`config.mk`:
```
export PLATFORM = sky130hd
export DESIGN_NAME = ring_freq_meter
export DESIGN_NICKNAME = d
export VERILOG_FILES = /design/src/rtl/ring_freq_meter.sv
export SDC_FILE = /design/constraint.sdc
export NUM_CORES = 1
export LEC_CHECK = 0
export ABC_AREA = 1
export CAP_MARGIN = 10
export CORE_MARGIN = 2
export CORE_UTILIZATION = 40
export CTS_CLUSTER_DIAMETER = 200
export CTS_CLUSTER_SIZE = 12
export DETAILED_ROUTE_END_ITERATION = 8
export GPL_ROUTABILITY_DRIVEN = 0
export SYNTH_ARGS = -nofsm -noshare
export SYNTH_HDL_FRONTEND = slang
export SYNTH_SLANG_ARGS = --single-unit
```
`constraint.sdc`:
```
create_clock -name clk -period 2.6 [get_ports clk]
set_clock_uncertainty 0.05 [all_clocks]
set_input_delay 0.39 -clock clk [delete_from_list [all_inputs] [get_ports clk]]
set_output_delay 0.39 -clock clk [all_outputs]
set_load 0.02 [all_outputs]
```
`src/rtl/ring_freq_meter.sv`:
```
// ----------------------------------------------------------------------------
// ring_freq_meter
//
// Measures the speed of a free-running ring oscillator against the board
// clock. On request it enables the oscillator, lets it run for SETTLE_CYCLES,
// then counts rising edges of the prescaled oscillator tap for GATE_CYCLES
// clock cycles and publishes the (saturating) edge count.
//
// Parameters:
//   GATE_CYCLES   gate window length in clk cycles (>= 1)
//   SETTLE_CYCLES oscillator warm-up before gating, edges ignored (>= 1)
//   CNT_W         width of the edge accumulator / result
//
// Ports:
//   clk       board clock, the only clock of the block
//   rst_n     asynchronous active-low reset
//   start     measurement request, only honoured while idle
//   osc_in    prescaled oscillator tap, asynchronous to clk
//   osc_en    oscillator enable
//   busy      a measurement is in progress (settle, gate or done cycle)
//   valid     one-cycle pulse when count/overflow are updated
//   count     result of the last completed measurement
//   overflow  last measurement saturated
//
// Build option:
//   RING_FREQ_METER_CONTINUOUS_EN  when defined, the done cycle loops straight
//   back into a new gate window (first window needs one start), with no gap
//   in edge counting between windows.
// ----------------------------------------------------------------------------
module ring_freq_meter #(
  parameter int GATE_CYCLES   = 1200000,
  parameter int SETTLE_CYCLES = 16,
  parameter int CNT_W         = 24
) (
  input  logic             clk,
  input  logic             rst_n,
  input  logic             start,
  input  logic             osc_in,
  output logic             osc_en,
  output logic             busy,
  output logic             valid,
  output logic [CNT_W-1:0] count,
  output logic             overflow
);

  localparam int GATE_W   = $clog2(GATE_CYCLES + 1);
  localparam int SETTLE_W = $clog2(SETTLE_CYCLES + 1);

  localparam logic [GATE_W-1:0]   GATE_LAST   = GATE_W'(GATE_CYCLES - 1);
  localparam logic [SETTLE_W-1:0] SETTLE_LAST = SETTLE_W'(SETTLE_CYCLES - 1);
  localparam logic [CNT_W-1:0]    ACC_MAX     = '1;

  typedef enum logic [1:0] {
    S_IDLE,
    S_SETTLE,
    S_GATE,
    S_DONE
  } state_t;

  state_t              state_q, state_d;
  logic                sync1_q, sync1_d;
  logic                sync2_q, sync2_d;
  logic                prev_q, prev_d;
  logic [SETTLE_W-1:0] settle_cnt_q, settle_cnt_d;
  logic [GATE_W-1:0]   gate_cnt_q, gate_cnt_d;
  logic [CNT_W-1:0]    acc_q, acc_d;
  logic                ovf_q, ovf_d;
  logic [CNT_W-1:0]    count_q, count_d;
  logic                overflow_q, overflow_d;
  logic                edge_seen;

  // Two-flop synchronizer, then a one-flop history for edge detection.
  // A pin rising edge is seen three clk cycles after the transition.
  always_comb begin
    sync1_d   = osc_in;
    sync2_d   = sync1_q;
    prev_d    = sync2_q;
    edge_seen = sync2_q & ~prev_q;
  end

  // NOTE: every signal gets a default before the case so that no path leaves
  // one unassigned; a missing default here would infer a latch.
  always_comb begin
    state_d      = state_q;
    settle_cnt_d = settle_cnt_q;
    gate_cnt_d   = gate_cnt_q;
    acc_d        = acc_q;
    ovf_d        = ovf_q;
    count_d      = count_q;
    overflow_d   = overflow_q;
    osc_en       = 1'b0;
    busy         = 1'b0;
    valid        = 1'b0;

    case (state_q)
      S_IDLE: begin
        if (start) begin
          state_d      = S_SETTLE;
          settle_cnt_d = '0;
          acc_d        = '0;
          ovf_d        = 1'b0;
        end
      end

      S_SETTLE: begin
        osc_en = 1'b1;
        busy   = 1'b1;
        if (settle_cnt_q == SETTLE_LAST) begin
          state_d    = S_GATE;
          gate_cnt_d = '0;
        end else begin
          settle_cnt_d = settle_cnt_q + 1'b1;
        end
      end

      S_GATE: begin
        osc_en = 1'b1;
        busy   = 1'b1;
        // Saturate rather than wrap; an increment lost at the ceiling is
        // remembered in the sticky overflow bit.
        if (edge_seen) begin
          if (acc_q == ACC_MAX) begin
            ovf_d = 1'b1;
          end else begin
            acc_d = acc_q + 1'b1;
          end
        end
        // The result is latched on the way out of the last gate cycle, so it
        // is already visible on count while valid is high in the done cycle.
        if (gate_cnt_q == GATE_LAST) begin
          state_d    = S_DONE;
          count_d    = acc_d;
          overflow_d = ovf_d;
        end else begin
          gate_cnt_d = gate_cnt_q + 1'b1;
        end
      end

      S_DONE: begin
        busy  = 1'b1;
        valid = 1'b1;
`ifdef RING_FREQ_METER_CONTINUOUS_EN
        // The done cycle is the first cycle of the next window: an edge seen
        // here becomes its first count.
        osc_en     = 1'b1;
        state_d    = S_GATE;
        gate_cnt_d = '0;
        acc_d      = CNT_W'(edge_seen);
        ovf_d      = 1'b0;
`else
        state_d = S_IDLE;
`endif
      end

      default: state_d = S_IDLE;
    endcase
  end

  // NOTE: state is updated with non-blocking assignments so every flop samples
  // the pre-edge values, independent of statement order.
  always_ff @(posedge clk or negedge rst_n) begin
    if (!rst_n) begin
      state_q      <= S_IDLE;
      sync1_q      <= 1'b0;
      sync2_q      <= 1'b0;
      prev_q       <= 1'b0;
      settle_cnt_q <= '0;
      gate_cnt_q   <= '0;
      acc_q        <= '0;
      ovf_q        <= 1'b0;
      count_q      <= '0;
      overflow_q   <= 1'b0;
    end else begin
      state_q      <= state_d;
      sync1_q      <= sync1_d;
      sync2_q      <= sync2_d;
      prev_q       <= prev_d;
      settle_cnt_q <= settle_cnt_d;
      gate_cnt_q   <= gate_cnt_d;
      acc_q        <= acc_d;
      ovf_q        <= ovf_d;
      count_q      <= count_d;
      overflow_q   <= overflow_d;
    end
  end

  assign count    = count_q;
  assign overflow = overflow_q;

endmodule

```
; ---- Word-level counts from Yosys, hierarchy flattened
; Index checks and enable logic that the tools add are counted.
[totals]
word_cells = 58
ff_bits = 81
rom_bits = 0
mem_count = 0
input_bits = 4
ramBits = 0
latchBits = 0
[op_classes]
eq_ne = 11
muxes = 21
div = 0
n_addsub = 3
reduce_logical = 11
order_cmp = 0
bitwise = 2
mul = 0
shift = 0
[ops]
columns = cell, n
row1 = $mux W24, 3
row2 = $pmux W24 S2, 1
row3 = $mux W21, 2
row4 = $pmux W21 S2, 1
row5 = $add A24 B1 Y24 const B, 1
row6 = $eq A24 B24 Y1 const B, 1
row7 = $add A21 B1 Y21 const B, 1
row8 = $eq A21 B21 Y1 const B, 1
row9 = $mux W5, 2
row10 = $ne A2 B2 Y1 const B, 5
row11 = $pmux W5 S2, 1
row12 = $reduce_and A3 Y1, 3
row13 = $pmux W2 S4, 1
row14 = $mux W1, 6
row15 = $mux W2, 3
row16 = $reduce_bool A2 Y1, 3
row17 = $add A5 B1 Y5 const B, 1
row18 = $eq A5 B4 Y1 const B, 1
row19 = $eq A2 B2 Y1 const B, 2
row20 = $reduce_and A2 Y1, 2
row21 = $reduce_or A3 Y1, 1
row22 = $eq A2 B1 Y1 const B, 1
row23 = $logic_not A2 Y1, 1
row24 = $pmux W1 S2, 1
row25 = other kinds (3), 3

; ---- Depth between registers and ports, before layout
[depth]
ltp_word = 4
mapped_depth = 12
depth_no_buf = 11

; ---- Worst setup path after synthesis
; No wires, ideal clock.
[synth_path]
path_kind = flip-flop to flip-flop
start = register settle_cnt_q[0]
end = register gate_cnt_q[19]
setup_slack_ns = 0.788
setup_time_ns = 0.065
synth_period_minus_slack_ns = 1.812
path_stages_with_launch = 12
n_path_buf = 1
arrival_ns = 1.697
path_cell_list = dfrtp_1 -> ha_1 -> inv_1 -> nor3_1 -> ha_1 -> nor2_1 -> a21oi_2 -> inv_1 -> nor2_4 -> buf_6 -> nand3_1 -> nand2_1
[synth_between]
elab_chain_cells = 3
[synth_lines]
columns = element, line
row1 = from (decl), 64  ; logic [SETTLE_W-1:0] settle_cnt_q, settle_cnt_d;
row2 = from (signal assigned), 178  ; settle_cnt_q <= settle_cnt_d;
row3 = $eq A5 B4 Y1, 108  ; if (settle_cnt_q == SETTLE_LAST) begin
row4 = $ne A2 B2 Y1 (no source line), -
row5 = $reduce_and A3 Y1 (no source line), -
row6 = to (signal assigned), 179  ; gate_cnt_q <= gate_cnt_d;
row7 = to (decl), 65  ; logic [GATE_W-1:0] gate_cnt_q, gate_cnt_d;
; No other way between the ends.
; A chain may end at the register's enable or synchronous reset.

; ---- Worst setup path in the final report
[layout_path]
start = register settle_cnt_q[0]
end = register gate_cnt_q[2]
; The elaborated chain is that of the path after synthesis.

==> reports/results.txt <==
The repair_antennas step left the layout with diodes totalling 0. The tools report the count of endpoints failing hold in the final timing report as 39. The worst-case reg-to-reg path depth is 10, and the final sum of negative setup slack is 0 ps.

TritonCTS built the clock tree. Data arrives at the worst endpoint at 2520 ps. The final cell count without fillers is 868. The placeable core region is 12,000 um^2. The flow ran to the end, but the final reports show violations.

Measured along the x axis, the die boundary spans 115 um. Pin placement for this block handled 32 I/O pins. Setup violations remaining at the end of the flow were counted as 0. The cell sitting at the root of the clock tree is a clkbuf_16. Post-CTS timing repair inserted 0 buffers for setup.

The number of buffers between clock root and the deepest sink was 2; the synthesized net count was 699. The endpoint identified for the worst register-to-register timing path is gate_cnt_q[2]. Clock-pin slew was measured on the worst setup and hold paths at 60 ps. The post-placement cell count is 854, and the required time of the critical path is 2820 ps.

STA classifies the critical path startpoint as a register. Each instance of the synthesized netlist takes up on average 7.16 um^2. Post-CTS repair changed the size of 0 cells.

Across the VDD grid, the largest voltage drop is 0.000871 V. The run gives 0.253 as the met1 global-route usage. Area growth from synthesis to layout: 13.2%. The post-route clock period utilization is 0.885, and the relative max-transition margin is 0.533.

The aggregate global-route resource usage was 0.191. The first detailed-routing pass took 4 iterations. Based on the critical path, the design can be clocked at up to 435 MHz. STA classifies the critical path endpoint as a register. For this design the static power due to leakage is 2.63 nW. The count of different cell masters after synthesis came out at 34.

In this run, the number of DRC markers left after iteration 0 of detailed routing was 227. The worst path needs 2300 ps of the cycle, external delays included. Entering global routing, the biggest net connects 42 pins.

The final design instance area without fill came out at 5560 um^2. The logs give 13,200 um^2 for the die area and 0 for the number of antenna violations at the first check in global routing. The worst min-delay path class was in2async. In this run the tool buffered the top-level ports with 31 buffer cells.

The critical path class is reg2reg. The fraction of final layout cells with drive strength greater than 1 was 0.0638; the cell count after synthesis was 686. The via density per instance came out at 4.98. The total DRC errors in the routed layout came out at 0. The slowest stage of the critical path belongs to the cell nor2_4.

The highest fanout seen on the critical path was 25. The total power divided by cell area was 636 nW/um^2. For this block, the via count after detailed routing is 4,322.

The logs give 0.463 for the core utilization of the finished layout and 0 for the final number of max-transition violations. The number of flip-flops and latches in the synthesized netlist works out to 81. The routed length per placed instance works out to 13.3 um. In this run the vertical extent of the chip is 115 um. The later pin in the worst-skew pair is clocked with a latency of 350 ps.

The maximum single-stage delay on the critical path was 480 ps. The tools report the max-cap check violation count as 0. The worst hold slack is -18.1 ps, and the clock sink count is 81. The first global-routing pass estimated 20.0 mm of wire. In this run the register-to-register setup slack is 300 ps. The tools report the leftover overflow at the end of global routing as 0.

The met2 track utilization from global routing is 0.312. The synthesized area is 4910 um^2, and the hold buffer count at CTS is 0. The floorplan has 40 rows.

The routed design has 11.5 mm of wire. The design draws 3.54 mW. The critical path goes through ha_1, inv_1, nor3_1, ha_1, nor2_1, a21oi_2, inv_1, nor2_4, nand3_1, o21ai_1. The sequential area share after synthesis came out at 0.413. Layer carrying the most global-route usage: met2. Setup repair after global routing left no endpoint under its margin. The placed wire-length estimate is 8.26 mm. The clock buffer count from CTS was 9.

The logs give 3 for the H-tree depth and 0.0416 for the met3 usage. For the remaining number of nets flagged by the antenna check after routing, the log shows 0. Leaving out fill and tap cells, the most frequent cells in the layout are nand2_1 (275), dfrtp_1 (81), inv_1 (68), nor2_1 (60), nand3_1 (57).

Leaving out fill and tap cells, the most frequent cell in the layout is nand2_1. In this run the critical register-to-register path is launched from settle_cnt_q[0]. The actual slew at the worst max-slew pin was 700 ps; the number of global-route vias before repair was 4,214.

For this run, the post-layout net count is 731. Starting density of the core: 0.409. Yosys printed 0 warnings.

In this run the cell area measured after placement is 5320 um^2. The final reports fail on negative hold slack.
worst max-delay path by stage:
| stage | end | slack (ps) | startpoint |
|---|---|---|---|
| detailed placement | gate_cnt_q[2] | 310 | settle_cnt_q[0] |
| global route | gate_cnt_q[2] | 40 | settle_cnt_q[0] |
| CTS | gate_cnt_q[2] | 300 | settle_cnt_q[0] |
| global placement | acc_q[2] | 360 | acc_q[0] |
| floorplan | gate_cnt_q[19] | 790 | settle_cnt_q[0] |
| finish | gate_cnt_q[2] | 300 | settle_cnt_q[0] |
area by class of cell:
cell class / instances / area, um^2
multi-input combinational: 515 / 2470
clock buffer: 13 / 240
fill: 1251 / 6450
inverter: 73 / 279
timing repair buffer: 38 / 360
clock inverter: 1 / 5.00
tap: 147 / 184
sequential: 81 / 2030
synthesized netlist by cell type (all sizes together):
cell	number	share of area
xor2	14	0.025
nand4	18	0.023
a21oi	1	0.0018
nand3b	2	0.0031
ha	9	0.023
inv	72	0.056
clkbuf	6	0.011
nor2	69	0.065
dfrtp	81	0.41
nor3	13	0.013
o21ai	38	0.043
a32o	1	0.0020
nor3b	2	0.0031
nand3	61	0.068
and3	1	0.0013
or2	1	0.0013
buf	11	0.018
xnor2	7	0.012
nand2	278	0.22
clkinv	1	0.00076
per-layer routing:
metal | share of wire | vias up
li1 | - | 2224
met1 | 0.49 | 2028
met2 | 0.46 | 57
met3 | 0.031 | 13
met4 | 0.016 | 0
met5 | 0 | -
where the power goes:
group | switching [mW] | internal (mW)
Clock | 0.483 | 0.636
Sequential | 0.0764 | 1.34
Combinational | 0.733 | 0.272
flip-flops by register name (all words and copies together) (netlist names):
signal        flops
prev_q            1
count            24
prev_d            1
state_q           2
sync1_q           1
gate_cnt_q       21
ovf_q             1
settle_cnt_q      5
overflow          1
acc_q            24
through the flow:
stage	setup WS, ps	hold slack [ps]
final	300	-18.1
after global routing	40.1	32.4
after CTS	300	4.93
after detailed placement	308	300
after global placement	363	298
after floorplan	788	44.4
worst max-delay path: cells and delay by family (launching register included):
kind	cells	cell delay (ps)
AOI/OAI and AO/OA	2	360
buffers and inverters	2	170
and+or+nand+nor	4	890
DFF	1	380
adders and majority gates	2	360
kinds of logic (layout without fill, tap and decap cells):
| kind of cell | after synthesis | count (layout) | synth area share |
|---|---|---|---|
| AOI/OAI and AO/OA | 40 | 40 | 0.0471 |
| DFF | 81 | 81 | 0.413 |
| and+or+nand+nor | 445 | 445 | 0.395 |
| xor gates and xnor gates | 21 | 21 | 0.0374 |
| buffers and inverters | 90 | 125 | 0.0853 |
| adders and majority gates | 9 | 9 | 0.0229 |
(Power assumes the default switching activity.)
==> RTL change: new RTL, same settings <==
Register the output `count` once more, cleared by the reset; this adds one clock of latency there. The other outputs are not delayed to match. Comments in the files are not updated.
--- a/src/rtl/ring_freq_meter.sv
+++ b/src/rtl/ring_freq_meter.sv
@@ -184,7 +184,13 @@
     end
   end
 
-  assign count    = count_q;
+  always_ff @(posedge clk or negedge rst_n) begin
+    if (!rst_n) begin
+      count <= '0;
+    end else begin
+      count <= count_q;
+    end
+  end
   assign overflow = overflow_q;
 
 endmodule
Behaviour: no difference found for any inputs over 10 cycles, from zero or initial values and one cycle with rst_n low; that may be too few to reach the edited logic, so the function may still have changed.
==> RTL change against the original RTL <==
The run still ends with negative hold slack left. Die area rose by 12%. Power up 20%. Wire length grew 3.9%. Final area is 15% higher. Synthesized cell count is 3.1% higher. Synthesized area rose by 13%. Core utilization rose by 0.13 points. Sequential cell count up 24. Setup slack gained 130 ps.
==> RTL change: results (changes against the original RTL) <==
----------------------------------------------------
[Global routing]
  Number of global-route vias before repair ... 4,425 (+5.0%)
  First-pass GRT wire length ... 21.2 mm (+6.0%)
  Met1 routing resource usage after global routing ... 25.5% (+0.23 points)
  Total GRT Usage ... 17.8% (-1.2 points)

[Drt]
  Met2 routed WL ... 5.36 mm (+0.73%)
  Violation count after the first detailed-route iteration ... 321 (+41%)
  Routed WL per cell ... 12.9 um (-2.6%)

[Synthesis]
  Area fraction in compound gates after synthesis ... 4.33% (-0.38 points)
  Leading cell types by count after synthesis ... sky130_fd_sc_hd__nand2_1 (275), sky130_fd_sc_hd__dfrtp_1 (105), sky130_fd_sc_hd__inv_1 (58), sky130_fd_sc_hd__nor2_1 (56), sky130_fd_sc_hd__nand3_1 (47)
  Synth top area cells ... sky130_fd_sc_hd__dfrtp_1 (47%), sky130_fd_sc_hd__nand2_1 (19%), sky130_fd_sc_hd__nand3_1 (4.2%)
  Post-synthesis share of cell area spent on xor and xnor gates ... 3.16% (-0.59 points)
  Net Count, Synth ... 720 (+3.0%)

[Power]
  Sequential group power ... 1810 uW (+28%)
  Worst supply voltage drop on vdd ... 0.000301 V (-65%)
  Internal cell power ... 2800 uW (+25%)
  Power consumed by the clock network ... 1380 uW (+23%)
  Leak ... 0.00302 uW (+15%)
  Sw power ... 1430 uW (+11%)

[Cells and area]
  Count of nets after finishing ... 755 (+3.3%)
  Fillcell total ... 1,394 (+11%)
  Fraction of layout cells with a size suffix above 1 ... 10.6% (+4.2 points)

[Placed design]
  Instance count after placement with tap cells included ... 911 (+6.7%)
  Instance area after placement ... 6060 um^2 (+14%)

[Run status]
  Failing checks ... negative hold slack
  Run status ... complete, but fails checks

[Timing]
  Hold Slack ... -5.17 ps (+12.9 ps)
  Total count of hold-check failures in the final report ... 3 (-92%)

[Critical path]
  Critical path data arrival time ... 1730 ps (-790 ps)
  Top fanout value on the critical path ... 4 (-84%)

----------------------------------------------------
RTL change: cell count changes in the layout (fill, tap and decap cells not counted), moves of 5 or more:
| cell | before | now |
|---|---|---|
| sky130_fd_sc_hd__inv_1 | 68 | 58 |
| sky130_fd_sc_hd__nand3_1 | 57 | 47 |
| sky130_fd_sc_hd__nand3_2 | 3 | 10 |
| sky130_fd_sc_hd__nor2_1 | 60 | 55 |
| sky130_fd_sc_hd__nand2_2 | 2 | 9 |
| sky130_fd_sc_hd__dfrtp_1 | 81 | 105 |
| sky130_fd_sc_hd__nor2_2 | 3 | 8 |
RTL change: logic make-up after synthesis:
group / count (synthesis)
and+or+nand+nor: 451
xor gates and xnor gates: 20
DFF: 105
AOI/OAI and AO/OA: 40
adders and majority gates: 9
buffers and inverters: 82
RTL change: final cells by class:
cell class	count	area (um^2)	share of cell area, %
flip-flops and latches	105	2630	41.2
clock buffers	11	253	3.97
repair buffers	41	408	6.40
inverters	65	244	3.83
clock inverters	4	52.6	0.825
well taps	180	225	3.54
multi-input cells	520	2560	40.2
RTL change: path summary, 6_finish.rpt:
check / from / end / slack, ps / depth (start not counted)
max: state_q[0] / osc_en / 430 / 3
min: rst_n / count_q[2] / -5 / 1
max reg2reg: gate_cnt_q[0] / count_q[19] / 490 / 8
min reg2reg: sync1_q / prev_d / 310 / 0
max in group asynchronous: rst_n / acc_q[13] / 1820 / 2
min in group clk: sync1_q / prev_d / 310 / 0
RTL change: worst max-delay path, cell delays in order, from the launching register on:
cell and delay [ps]:
sky130_fd_sc_hd__dfrtp_1 390, sky130_fd_sc_hd__inv_1 90, sky130_fd_sc_hd__ha_1 300, sky130_fd_sc_hd__clkdlybuf4s50_1 600
